<file path="src/rtl/icebus_motor_responder_if.sv">
// Byte-engine handshake between the motor responder and the shared uart_rx/uart_tx pair.
interface icebus_motor_responder_if;
  logic [7:0] rx_byte;
  logic       rx_valid;
  logic [7:0] tx_byte;
  logic       tx_start;
  logic       tx_busy;

  modport master (output rx_byte, rx_valid, tx_busy, input tx_byte, tx_start);
  modport slave  (input rx_byte, rx_valid, tx_busy, output tx_byte, tx_start);
endinterface

</file>
<file path="src/rtl/icebus_motor_responder.sv">
// icebus motor-board responder: hunts request frames, validates id/CRC16, latches
// controller parameters and answers status requests with a 28-byte status frame.
module icebus_motor_responder #(
  parameter int unsigned CLK_FREQ_HZ           = 50_000_000,
  parameter int unsigned RX_TIMEOUT_CYCLES     = 50_000,
  parameter int unsigned RESPONSE_DELAY_CYCLES = 500
) (
  input  logic                    clk,
  input  logic                    reset,
  icebus_motor_responder_if.slave bus,
  input  logic [7:0]              i_my_id,
  input  logic signed [23:0]      i_encoder0_position,
  input  logic signed [23:0]      i_encoder1_position,
  input  logic signed [23:0]      i_duty,
  input  logic signed [23:0]      i_displacement,
  input  logic signed [15:0]      i_current,
  output logic [7:0]              o_control_mode,
  output logic signed [15:0]      o_Kp,
  output logic signed [15:0]      o_Ki,
  output logic signed [15:0]      o_Kd,
  output logic signed [23:0]      o_PWMLimit,
  output logic signed [23:0]      o_IntegralLimit,
  output logic signed [23:0]      o_deadband,
  output logic signed [23:0]      o_setpoint,
  output logic signed [15:0]      o_current_limit,
  output logic [23:0]             o_neopxl_color,
  output logic                    o_config_update,
  output logic                    o_setpoint_update,
  output logic [15:0]             o_crc_error_count
);
  localparam logic [31:0] MAGIC_REQ = 32'h1CE1_CEBB;
  localparam logic [31:0] MAGIC_SP  = 32'hD0D0_D0D0;
  localparam logic [31:0] MAGIC_CM  = 32'hBAAD_A555;
  localparam logic [31:0] MAGIC_RSP = 32'h1CEB_00DA;
  localparam int TO_W = $clog2(RX_TIMEOUT_CYCLES + 1);
  localparam int DL_W = $clog2(RESPONSE_DELAY_CYCLES + 1);

  typedef enum logic [2:0] {S_HUNT, S_COLLECT, S_CHECK, S_DELAY, S_SEND} state_t;
  typedef enum logic [1:0] {K_REQ, K_SP, K_CM} kind_t;
  typedef enum logic [1:0] {PH_START, PH_RISE, PH_FALL} phase_t;

  // CRC-16/CCITT (poly 0x1021), data MSB first -- same result as nextCRC16_D8.
  function automatic logic [15:0] crc16_d8(input logic [15:0] c, input logic [7:0] d);
    logic [15:0] r;
    r = c;
    for (int i = 7; i >= 0; i--)
      r = {r[14:0], 1'b0} ^ (((r[15] ^ d[i]) != 1'b0) ? 16'h1021 : 16'h0000);
    return r;
  endfunction

  state_t           r_state, w_state_nxt;
  kind_t            r_kind, w_hit_kind;
  phase_t           r_ph;
  logic [31:0]      r_magic, w_magic_sh;
  logic [4:0]       r_len, r_idx, r_n, w_hit_len;
  logic [TO_W-1:0]  r_idle;
  logic [DL_W-1:0]  r_dly;
  logic [15:0]      r_crc, r_tcrc;
  logic [7:0]       r_pay [24];
  logic [25:0][7:0] r_snap;
  logic             w_hit, w_id_ok, w_crc_ok;
  logic             w_cfg_we, w_sp_we, w_snap_we, w_crc_bad, w_tx_start;
  logic [7:0]       w_tx_byte;

  logic [7:0]         r_mode;
  logic signed [15:0] r_kp, r_ki, r_kd, r_cl;
  logic signed [23:0] r_pwm, r_il, r_db, r_sp;
  logic [23:0]        r_np;
  logic               r_cfg_upd, r_sp_upd;
  logic [15:0]        r_err;

  assign w_magic_sh = {r_magic[23:0], bus.rx_byte};
  assign w_id_ok    = (r_pay[0] == i_my_id);
  assign w_crc_ok   = ({r_pay[r_len - 5'd2], r_pay[r_len - 5'd1]} == r_crc);

  always_comb begin
    w_hit      = 1'b1;
    w_hit_kind = K_REQ;
    w_hit_len  = 5'd3;
    case (w_magic_sh)
      MAGIC_REQ: ;
      MAGIC_SP:  begin w_hit_kind = K_SP; w_hit_len = 5'd9;  end
      MAGIC_CM:  begin w_hit_kind = K_CM; w_hit_len = 5'd24; end
      default:   w_hit = 1'b0;
    endcase
  end

  always_ff @(posedge clk or posedge reset)
    if (reset) r_state <= S_HUNT;
    else       r_state <= w_state_nxt;

  always_comb begin
    w_state_nxt = r_state;
    case (r_state)
      S_HUNT:    if (bus.rx_valid && w_hit) w_state_nxt = S_COLLECT;
      S_COLLECT: begin
        if (bus.rx_valid) begin
          if (r_idx == r_len - 5'd1) w_state_nxt = S_CHECK;
        end else if (r_idle == TO_W'(RX_TIMEOUT_CYCLES - 1)) w_state_nxt = S_HUNT;
      end
      S_CHECK:   w_state_nxt = w_snap_we ? S_DELAY : S_HUNT;
      S_DELAY:   if (r_dly == DL_W'(RESPONSE_DELAY_CYCLES - 1)) w_state_nxt = S_SEND;
      S_SEND:    if (r_ph == PH_FALL && !bus.tx_busy && r_n == 5'd27) w_state_nxt = S_HUNT;
      default:   w_state_nxt = S_HUNT;
    endcase
  end

  always_comb begin
    w_cfg_we   = 1'b0;
    w_sp_we    = 1'b0;
    w_snap_we  = 1'b0;
    w_crc_bad  = 1'b0;
    w_tx_start = 1'b0;
    w_tx_byte  = 8'h00;
    case (r_state)
      S_CHECK: if (w_id_ok) begin
        if (!w_crc_ok) w_crc_bad = 1'b1;
        else case (r_kind)
          K_CM:    w_cfg_we  = 1'b1;
          K_SP:    w_sp_we   = 1'b1;
          default: w_snap_we = 1'b1;
        endcase
      end
      S_SEND: begin
        w_tx_start = (r_ph == PH_START) && !bus.tx_busy;
        if (r_n < 5'd26)       w_tx_byte = r_snap[5'd25 - r_n];
        else if (r_n == 5'd26) w_tx_byte = r_tcrc[15:8];
        else                   w_tx_byte = r_tcrc[7:0];
      end
      default: ;
    endcase
  end

  assign bus.tx_start = w_tx_start;
  assign bus.tx_byte  = w_tx_byte;

  always_ff @(posedge clk or posedge reset) begin
    if (reset) begin
      r_magic <= '0;
      r_kind  <= K_REQ;
      r_len   <= '0;
      r_idx   <= '0;
      r_idle  <= '0;
      r_crc   <= 16'hFFFF;
      r_dly   <= '0;
      r_n     <= '0;
      r_ph    <= PH_START;
      r_tcrc  <= 16'hFFFF;
    end else begin
      case (r_state)
        S_HUNT: if (bus.rx_valid) begin
          // Cleared on a hit so payload bytes can never re-trigger a frame.
          if (w_hit) begin
            r_magic <= '0;
            r_kind  <= w_hit_kind;
            r_len   <= w_hit_len;
            r_idx   <= '0;
            r_idle  <= '0;
            r_crc   <= 16'hFFFF;
          end else r_magic <= w_magic_sh;
        end
        S_COLLECT: begin
          if (bus.rx_valid) begin
            r_idx  <= r_idx + 5'd1;
            r_idle <= '0;
            if (r_idx < r_len - 5'd2) r_crc <= crc16_d8(r_crc, bus.rx_byte);
          end else r_idle <= r_idle + TO_W'(1);
        end
        S_CHECK: begin
          r_dly  <= '0;
          r_n    <= '0;
          r_ph   <= PH_START;
          r_tcrc <= 16'hFFFF;
        end
        S_DELAY: r_dly <= r_dly + DL_W'(1);
        S_SEND: case (r_ph)
          PH_START: if (!bus.tx_busy) begin
            r_ph <= PH_RISE;
            if (r_n >= 5'd4 && r_n <= 5'd25) r_tcrc <= crc16_d8(r_tcrc, w_tx_byte);
          end
          PH_RISE: if (bus.tx_busy) r_ph <= PH_FALL;
          default: if (!bus.tx_busy) begin
            r_ph <= PH_START;
            r_n  <= r_n + 5'd1;
            if (r_n == 5'd27) r_magic <= '0;
          end
        endcase
        default: ;
      endcase
    end
  end

  always_ff @(posedge clk) begin
    if (r_state == S_COLLECT && bus.rx_valid) r_pay[r_idx] <= bus.rx_byte;
    if (w_snap_we)
      r_snap <= {MAGIC_RSP, i_my_id, r_mode, i_encoder0_position, i_encoder1_position,
                 r_sp, i_duty, i_displacement, i_current, r_np};
  end

  always_ff @(posedge clk or posedge reset) begin
    if (reset) begin
      r_mode <= '0; r_kp <= '0; r_ki <= '0; r_kd <= '0; r_cl <= '0;
      r_pwm  <= '0; r_il <= '0; r_db <= '0; r_sp <= '0; r_np <= '0;
      r_cfg_upd <= 1'b0; r_sp_upd <= 1'b0; r_err <= '0;
    end else begin
      r_cfg_upd <= w_cfg_we;
      r_sp_upd  <= w_cfg_we | w_sp_we;
      if (w_cfg_we) begin
        r_mode <= r_pay[1];
        r_kp   <= {r_pay[2], r_pay[3]};
        r_ki   <= {r_pay[4], r_pay[5]};
        r_kd   <= {r_pay[6], r_pay[7]};
        r_pwm  <= {r_pay[8], r_pay[9], r_pay[10]};
        r_il   <= {r_pay[11], r_pay[12], r_pay[13]};
        r_db   <= {r_pay[14], r_pay[15], r_pay[16]};
        r_sp   <= {r_pay[17], r_pay[18], r_pay[19]};
        r_cl   <= {r_pay[20], r_pay[21]};
      end
      if (w_sp_we) begin
        r_sp <= {r_pay[1], r_pay[2], r_pay[3]};
        r_np <= {r_pay[4], r_pay[5], r_pay[6]};
      end
      if (w_crc_bad && r_err != 16'hFFFF) r_err <= r_err + 16'd1;
    end
  end

  assign o_control_mode    = r_mode;
  assign o_Kp              = r_kp;
  assign o_Ki              = r_ki;
  assign o_Kd              = r_kd;
  assign o_PWMLimit        = r_pwm;
  assign o_IntegralLimit   = r_il;
  assign o_deadband        = r_db;
  assign o_setpoint        = r_sp;
  assign o_current_limit   = r_cl;
  assign o_neopxl_color    = r_np;
  assign o_config_update   = r_cfg_upd;
  assign o_setpoint_update = r_sp_upd;
  assign o_crc_error_count = r_err;
endmodule

</file>
<file path="src/flat_wrapper.sv">
// flat-port wrapper written by rule: the top's interface ports become plain ports
module icebus_motor_responder_flat 
#(
  parameter int unsigned CLK_FREQ_HZ           = 50_000_000,
  parameter int unsigned RX_TIMEOUT_CYCLES     = 50_000,
  parameter int unsigned RESPONSE_DELAY_CYCLES = 500
)
  (clk, reset, i_my_id, i_encoder0_position, i_encoder1_position, i_duty, i_displacement, i_current, o_control_mode, o_Kp, o_Ki, o_Kd, o_PWMLimit, o_IntegralLimit, o_deadband, o_setpoint, o_current_limit, o_neopxl_color, o_config_update, o_setpoint_update, o_crc_error_count, bus_rx_byte, bus_rx_valid, bus_tx_busy, bus_tx_byte, bus_tx_start);
  icebus_motor_responder_if bus_i ();
  input  logic clk;
  input  logic reset;
  input  logic [7:0] i_my_id;
  input  logic signed [23:0] i_encoder0_position;
  input  logic signed [23:0] i_encoder1_position;
  input  logic signed [23:0] i_duty;
  input  logic signed [23:0] i_displacement;
  input  logic signed [15:0] i_current;
  output logic [7:0] o_control_mode;
  output logic signed [15:0] o_Kp;
  output logic signed [15:0] o_Ki;
  output logic signed [15:0] o_Kd;
  output logic signed [23:0] o_PWMLimit;
  output logic signed [23:0] o_IntegralLimit;
  output logic signed [23:0] o_deadband;
  output logic signed [23:0] o_setpoint;
  output logic signed [15:0] o_current_limit;
  output logic [23:0] o_neopxl_color;
  output logic o_config_update;
  output logic o_setpoint_update;
  output logic [15:0] o_crc_error_count;
  input wire logic [$bits(bus_i.rx_byte)-1:0] bus_rx_byte;
  input wire logic [$bits(bus_i.rx_valid)-1:0] bus_rx_valid;
  input wire logic [$bits(bus_i.tx_busy)-1:0] bus_tx_busy;
  output wire logic [$bits(bus_i.tx_byte)-1:0] bus_tx_byte;
  output wire logic [$bits(bus_i.tx_start)-1:0] bus_tx_start;
  assign bus_i.rx_byte = bus_rx_byte;
  assign bus_i.rx_valid = bus_rx_valid;
  assign bus_i.tx_busy = bus_tx_busy;
  assign bus_tx_byte = bus_i.tx_byte;
  assign bus_tx_start = bus_i.tx_start;
  icebus_motor_responder #(.CLK_FREQ_HZ(CLK_FREQ_HZ), .RX_TIMEOUT_CYCLES(RX_TIMEOUT_CYCLES), .RESPONSE_DELAY_CYCLES(RESPONSE_DELAY_CYCLES)) u_core (.clk(clk), .reset(reset), .bus(bus_i), .i_my_id(i_my_id), .i_encoder0_position(i_encoder0_position), .i_encoder1_position(i_encoder1_position), .i_duty(i_duty), .i_displacement(i_displacement), .i_current(i_current), .o_control_mode(o_control_mode), .o_Kp(o_Kp), .o_Ki(o_Ki), .o_Kd(o_Kd), .o_PWMLimit(o_PWMLimit), .o_IntegralLimit(o_IntegralLimit), .o_deadband(o_deadband), .o_setpoint(o_setpoint), .o_current_limit(o_current_limit), .o_neopxl_color(o_neopxl_color), .o_config_update(o_config_update), .o_setpoint_update(o_setpoint_update), .o_crc_error_count(o_crc_error_count));
endmodule
</file>
<file path="config.mk">
export PLATFORM = sky130hd
export DESIGN_NAME = icebus_motor_responder_flat
export DESIGN_NICKNAME = d
export VERILOG_FILES = /design/src/rtl/icebus_motor_responder_if.sv /design/src/rtl/icebus_motor_responder.sv /design/src/flat_wrapper.sv
export SDC_FILE = /design/constraint.sdc
export NUM_CORES = 1
export LEC_CHECK = 0
export BUFFER_PORTS_ARGS = -buffer_cell sky130_fd_sc_hd__buf_2
export CORE_MARGIN = 3
export CORE_UTILIZATION = 50
export CTS_BUF_LIST = sky130_fd_sc_hd__clkbuf_2
export DETAILED_ROUTE_END_ITERATION = 6
export GPL_TIMING_DRIVEN = 0
export HOLD_SLACK_MARGIN = 0.08
export PLACE_DENSITY = 0.7
export SLEW_MARGIN = 20
export SYNTH_ARGS = -nofsm -noshare
export SYNTH_HDL_FRONTEND = slang
export SYNTH_SLANG_ARGS = --single-unit
export TNS_END_PERCENT = 5
</file>
<file path="constraint.sdc">
create_clock -name clk -period 28.5 [get_ports clk]
set_clock_uncertainty 0.2 [all_clocks]
set_input_delay 2.85 -clock clk [delete_from_list [all_inputs] [get_ports clk]]
set_output_delay 2.85 -clock clk [all_outputs]
set_load 0.05 [all_outputs]
</file>
# Word level (Yosys, flattened, before mapping)
# Memory sizes are Yosys's and may differ from the RTL's. A register that Yosys moved wholly into a read port is not among the register bits.
# Index checks and enable logic that the tools add are counted.
[word_totals]
reg_bits = 401
ramBits = 192
inputBits = 132
n_memories = 1
[memory_table]
columns = ["memory", "words", "word_bits", "rd", "rd_ports_with_merged_regs", "wr", "line", "rtl"]
rows = [
  ["u_core.r_pay", 24, 8, 24, 12, 1, "icebus_motor_responder.sv:59", "logic [7:0] r_pay [24];"],
]
[classes]
n_addsub = 8
n_lt_le_gt_ge = 5
eq_ne = 36
n_mux = 84
n_bitwise = 33
reduce_logical = 27
[ops]
columns = ["cell", "n"]
rows = [
  ["$xor A16 B16 Y16", 16],
  ["$mux W13", 16],
  ["$mux W24", 7],
  ["$mux W16", 10],
  ["$pmux W16 S2", 3],
  ["$eq A32 B32 Y1 const B", 2],
  ["$pmux W24 S2", 1],
  ["$bmux W8 S5", 1],
  ["$add A16 B1 Y16 const B", 2],
  ["$eq A32 B29 Y1 const B", 1],
  ["$mux W8", 4],
  ["$pmux W5 S2", 3],
  ["$mux W5", 5],
  ["$mux W1", 19],
  ["$mux W3", 6],
  ["$pmux W9 S2", 1],
  ["$eq A16 B16 Y1", 1],
  ["$eq A16 B16 Y1 const B", 1],
  ["$ne A16 B16 Y1 const B", 1],
  ["$ne A2 B1 Y1 const B", 8],
  ["$xor A1 B1 Y1", 16],
  ["$pmux W3 S5", 1],
  ["$reduce_and A5 Y1", 3],
  ["$pmux W2 S2", 3],
  ["33 further kinds", 62],
]

# Longest topological paths before layout
[logic_depth]
word_depth = 33
depth_mapped = 21
depth_no_buf = 12

# Worst setup path after synthesis
# OpenSTA, ideal clock, no wires.
[synth_timing]
path_type = "input to register"
from = "input port i_my_id[6]"
to = "register u_core.r_snap[0] (netlist name) (enable)"
setup_time_ns = 1.149
arrival_time_ns = 20.515
required_ns = 27.151
path_slack_ns = 6.636
path_stages = 6
n_path_buf = 0
cell_sequence = "xor2_1 -> nor2_1 -> nand2_1 -> nor4_1 -> nand2_1 -> nor4_1"
[synth_between]
elab_chain_len = 3
[synth_lines]
columns = ["item", "line", "rtl"]
rows = [
  ["start, declared", "flat_wrapper.sv:12", "input logic [7:0] i_my_id;"],
  ["$eq A8 B8 Y1", "icebus_motor_responder.sv:73", "assign w_id_ok = (r_pay[0] == i_my_id);"],
  ["$mux W1", "icebus_motor_responder.sv:116", "S_CHECK: if (w_id_ok) begin"],
  ["$mux W1", "icebus_motor_responder.sv:115", "case (r_state)"],
  ["net u_core.w_snap_we", "icebus_motor_responder.sv:62", "logic w_cfg_we, w_sp_we, w_snap_we, w_crc_bad, w_tx_start;"],
  ["end signal, assigned", "icebus_motor_responder.sv:196", "r_snap <= {MAGIC_RSP, i_my_id, r_mode, i_encoder0_position, i_encoder1_position,"],
  ["end, declared", "icebus_motor_responder.sv:60", "logic [25:0][7:0] r_snap;"],
]
# The timed path passes the listed nets, and every way through them passes these cells.
# A chain may end at the register's enable or synchronous reset.

# Worst setup path after layout
[layout_timing]
from = "register u_core.r_n[1]"
to = "output port bus_tx_byte[6]"
[layout_between]
elab_chain_len = 5
[layout_lines]
columns = ["item", "line", "rtl"]
rows = [
  ["start, declared", "icebus_motor_responder.sv:55", "logic [4:0] r_len, r_idx, r_n, w_hit_len;"],
  ["start signal, assigned", "icebus_motor_responder.sv:184", "r_n <= r_n + 5'd1;"],
  ["$sub A5 B5 Y5", "icebus_motor_responder.sv:126", "if (r_n < 5'd26) w_tx_byte = r_snap[5'd25 - r_n];"],
  ["$bmux W8 S5", "icebus_motor_responder.sv:126", ""],
  ["$mux W8 (implied by the code)", "icebus_motor_responder.sv:126", ""],
  ["$mux W8 (*)", "icebus_motor_responder.sv:126", ""],
  ["$mux W8 (*)", "icebus_motor_responder.sv:115", ""],
  ["end, declared", "flat_wrapper.sv:34", "output wire logic [$bits(bus_i.tx_byte)-1:0] bus_tx_byte;"],
]
# Mark *: on every way between the ends. The rest lies on a longest branch, timed or not. The select of a mux whose other input is x is not followed.

==> impl_metrics.yaml <==
sta:
  setup_ws_ns: 18.80
  tightest_slew_ns: 1.10
  relSlewSlack: 0.259
  rsz0062_at_grt: "false"
  hold_viol: 0
  slew_viol_final: 0
  tns_ns: 0
  fmax_mhz: 103
  period_needed_ns: 9.70
  setup_viol: 0
  holdWs_ns: 0.270
  min_period_over_period: 0.340
cells_and_area:
  final_common_cell: "edfxtp_1"
  area_delta_synth_final_pct: 14.6
  drive_above_1_share: 0.399
  finalNetCount: 2749
  final_cell_mix: "edfxtp_1, buf_2, dfrtp_1"
  fin_cells: 3601
clocking:
  clockBufferDepth: 3
  cts-root-buf: "clkbuf_2"
  cts_resized: 0
  clock_latency_ns: 1.42
  cts_made_buffers: 181
  cts_tree: "built"
  clkSinkCount: 743
  htree_levels: 4
  clk_pin_slew_ns: 0.10
  hold_buffers: 0
  cts_setup_buffers: 0
logic_synthesis:
  synth-edff-count: 432
  synth_flop_cell: "edfxtp_1"
  synthMuxAreaShare: 0.180
  synth-simple-area-share: 0.0650
  ys_ff_latch: 743
  synthTopCellsByArea: "edfxtp_1, dfrtp_1, mux4_2"
  synth_compound_area_frac: 0.0537
  yosysWarnings: 0
  synthCells: 2030
  synth_top_family_by_area: "multiplexers"
  seq_area_frac_synth: 0.638
  synth_adder_area_share: 0.00921
  async_reset_ff_frac: 0.419
  synth_xor_area_frac: 0.0287
  synthDistinctLibCells: 75
  synth_top_area_frac: 0.398
  syn_avg_cell_area_um2: 16.1
  netlist_area_um2: 32600
  yosys.area.top_type: "edfxtp_1"
  synth_nets: 2186
route:
  ant_nets: 0
  routedWlPerCell_um: 27.9
  dr_total_vias: 21800
  drtIter0Drc: 2490
  drtPass1Iterations: 5
  drc_errors: 0
  finalWirelength_mm: 101
  vias_per_cell: 6.06
pwr:
  total_power_mw: 1.89
  vdd_drop_max_mv: 0.0293
  leakage_nw: 15.7
  power_density_nw_per_um2: 50.7
floorplan:
  fp-row-count: 92
  fp.dieH_um: 261
  ios: 351
  initial_core_util: 0.511
  core_um2: 63800
  die_x_um: 261
  dieArea_um2: 68300
setup_path:
  cp_data_arrival_time_ns: 6.65
  cp-start-kind: "flop"
  crit_required_ns: 25.45
  cp_slowest_cell: "xnor2_1"
  worstPathMaxFanout: 10
  cp_num_buf_inv: 5
  end_kind: "output pin"
  crit_top_cell: "clkbuf_1"
  crit_type: "flop to output pin"
  crit_family: "buffers and inverters"
  crit_chain: "clkbuf_1 -> clkbuf_1 -> inv_1 -> ha_1 -> xnor2_1 -> clkbuf_1 -> mux4_2 -> o21ai_0 -> nand2_1 -> nand2_1 -> a21oi_1 -> buf_2"
  cpPeakStageDelay_ns: 0.88
global_route:
  grt_max_degree: 105
  grt_pass1_vias: 22000
  grt_use_total: 0.297
  grt_pass1_wl_mm: 146
  grt_overflow: 0
  antenna_found_initial: 10
hold_path:
  hold_class: "flop to flop"
job:
  maxCapViolations: 0
placement:
  dpl.cell_count: 3256
  place_hpwl_mm: 73.1
  port_buffers: 349
  place_ws_ns: 20.24
  gp_congestion: 0.976
status:
  outcome: "finished clean"
cells by family (layout without fill, tap and decap cells):
logic type	after synthesis	in the layout
buf+inv	140	853
mux	355	355
xor+xnor	106	106
other cells	0	12
flops	743	743
fa+ha+maj	24	24
compound gates	236	236
simple gates	426	426
final timing paths:
kind / slack, ns / to / startpoint / depth (start not counted)
setup / recovery: 18.80 / bus_tx_byte[6] / u_core.r_n[1] / 12
hold / removal: 0.27 / o_current_limit[9] / u_core.r_pay[20][1] / 1
setup reg to reg: 21.23 / u_core.r_snap[28] / u_core.r_len[1] / 22
hold reg to reg: 0.27 / o_current_limit[9] / u_core.r_pay[20][1] / 1
max in group asynchronous: 25.48 / o_current_limit[8] / reset / 4
min in group asynchronous: 1.30 / o_IntegralLimit[16] / reset / 2
metal layers:
| metal | GRT usage | wire [um] |
|---|---|---|
| met1 | 0.403 | 39600 |
| met2 | 0.465 | 47600 |
| met3 | 0.0880 | 10800 |
| met4 | 0.0932 | 2590 |
| met5 | 0 | 13 |
metrics by stage:
step,utilization,area (um^2)
4_1_cts,0.585,37300
2_1_floorplan,-,32600
5_1_grt,0.586,37400
3_5_place_dp,0.559,35700
6_report,0.586,37400
3_3_place_gp,0.555,35400
flip-flops by register name (all words and copies together), names as in the netlist, 9 cells and up:
signal	count
o_IntegralLimit	24
o_Kd	16
o_Ki	16
o_Kp	16
o_PWMLimit	24
o_current_limit	16
o_deadband	24
u_core.o_crc_error_count	16
u_core.o_neopxl_color	24
u_core.o_setpoint	24
u_core.r_crc	16
u_core.r_dly	9
u_core.r_idle	16
u_core.r_magic	24
u_core.r_pay	256
u_core.r_snap	176
u_core.r_tcrc	16
Yosys cell counts, drive strengths merged, types with 13 or more instances:
cell	instances
edfxtp	432
dfrtp	279
mux2	179
mux4	144
nor2	113
nand2	94
buf	67
nand3	66
xnor2	58
clkbuf	49
xor2	48
o21ai	35
a21oi	34
dfstp	32
mux2i	32
nand2b	29
a22o	27
nor3	26
nand4	25
o31a	25
ha	24
inv	24
o32a	24
a31oi	16
nor4	13
power by group:
part	switching, mW	total [mW]	internal [mW]
Clock	0.448	0.709	0.261
Sequential	0.00397	1.15	1.14
Combinational	0.0263	0.0400	0.0137
layout make-up:
class / instances / area, um^2
clock buffer: 271 / 1360
buffer: 116 / 724
multi-input combinational: 1147 / 11000
timing repair buffer: 380 / 1990
inverter: 24 / 97.6
fill: 5110 / 26400
clock inverter: 62 / 308
antenna: 12 / 30.0
sequential: 743 / 20800
tap: 846 / 1060
(Power assumes the default switching activity.)
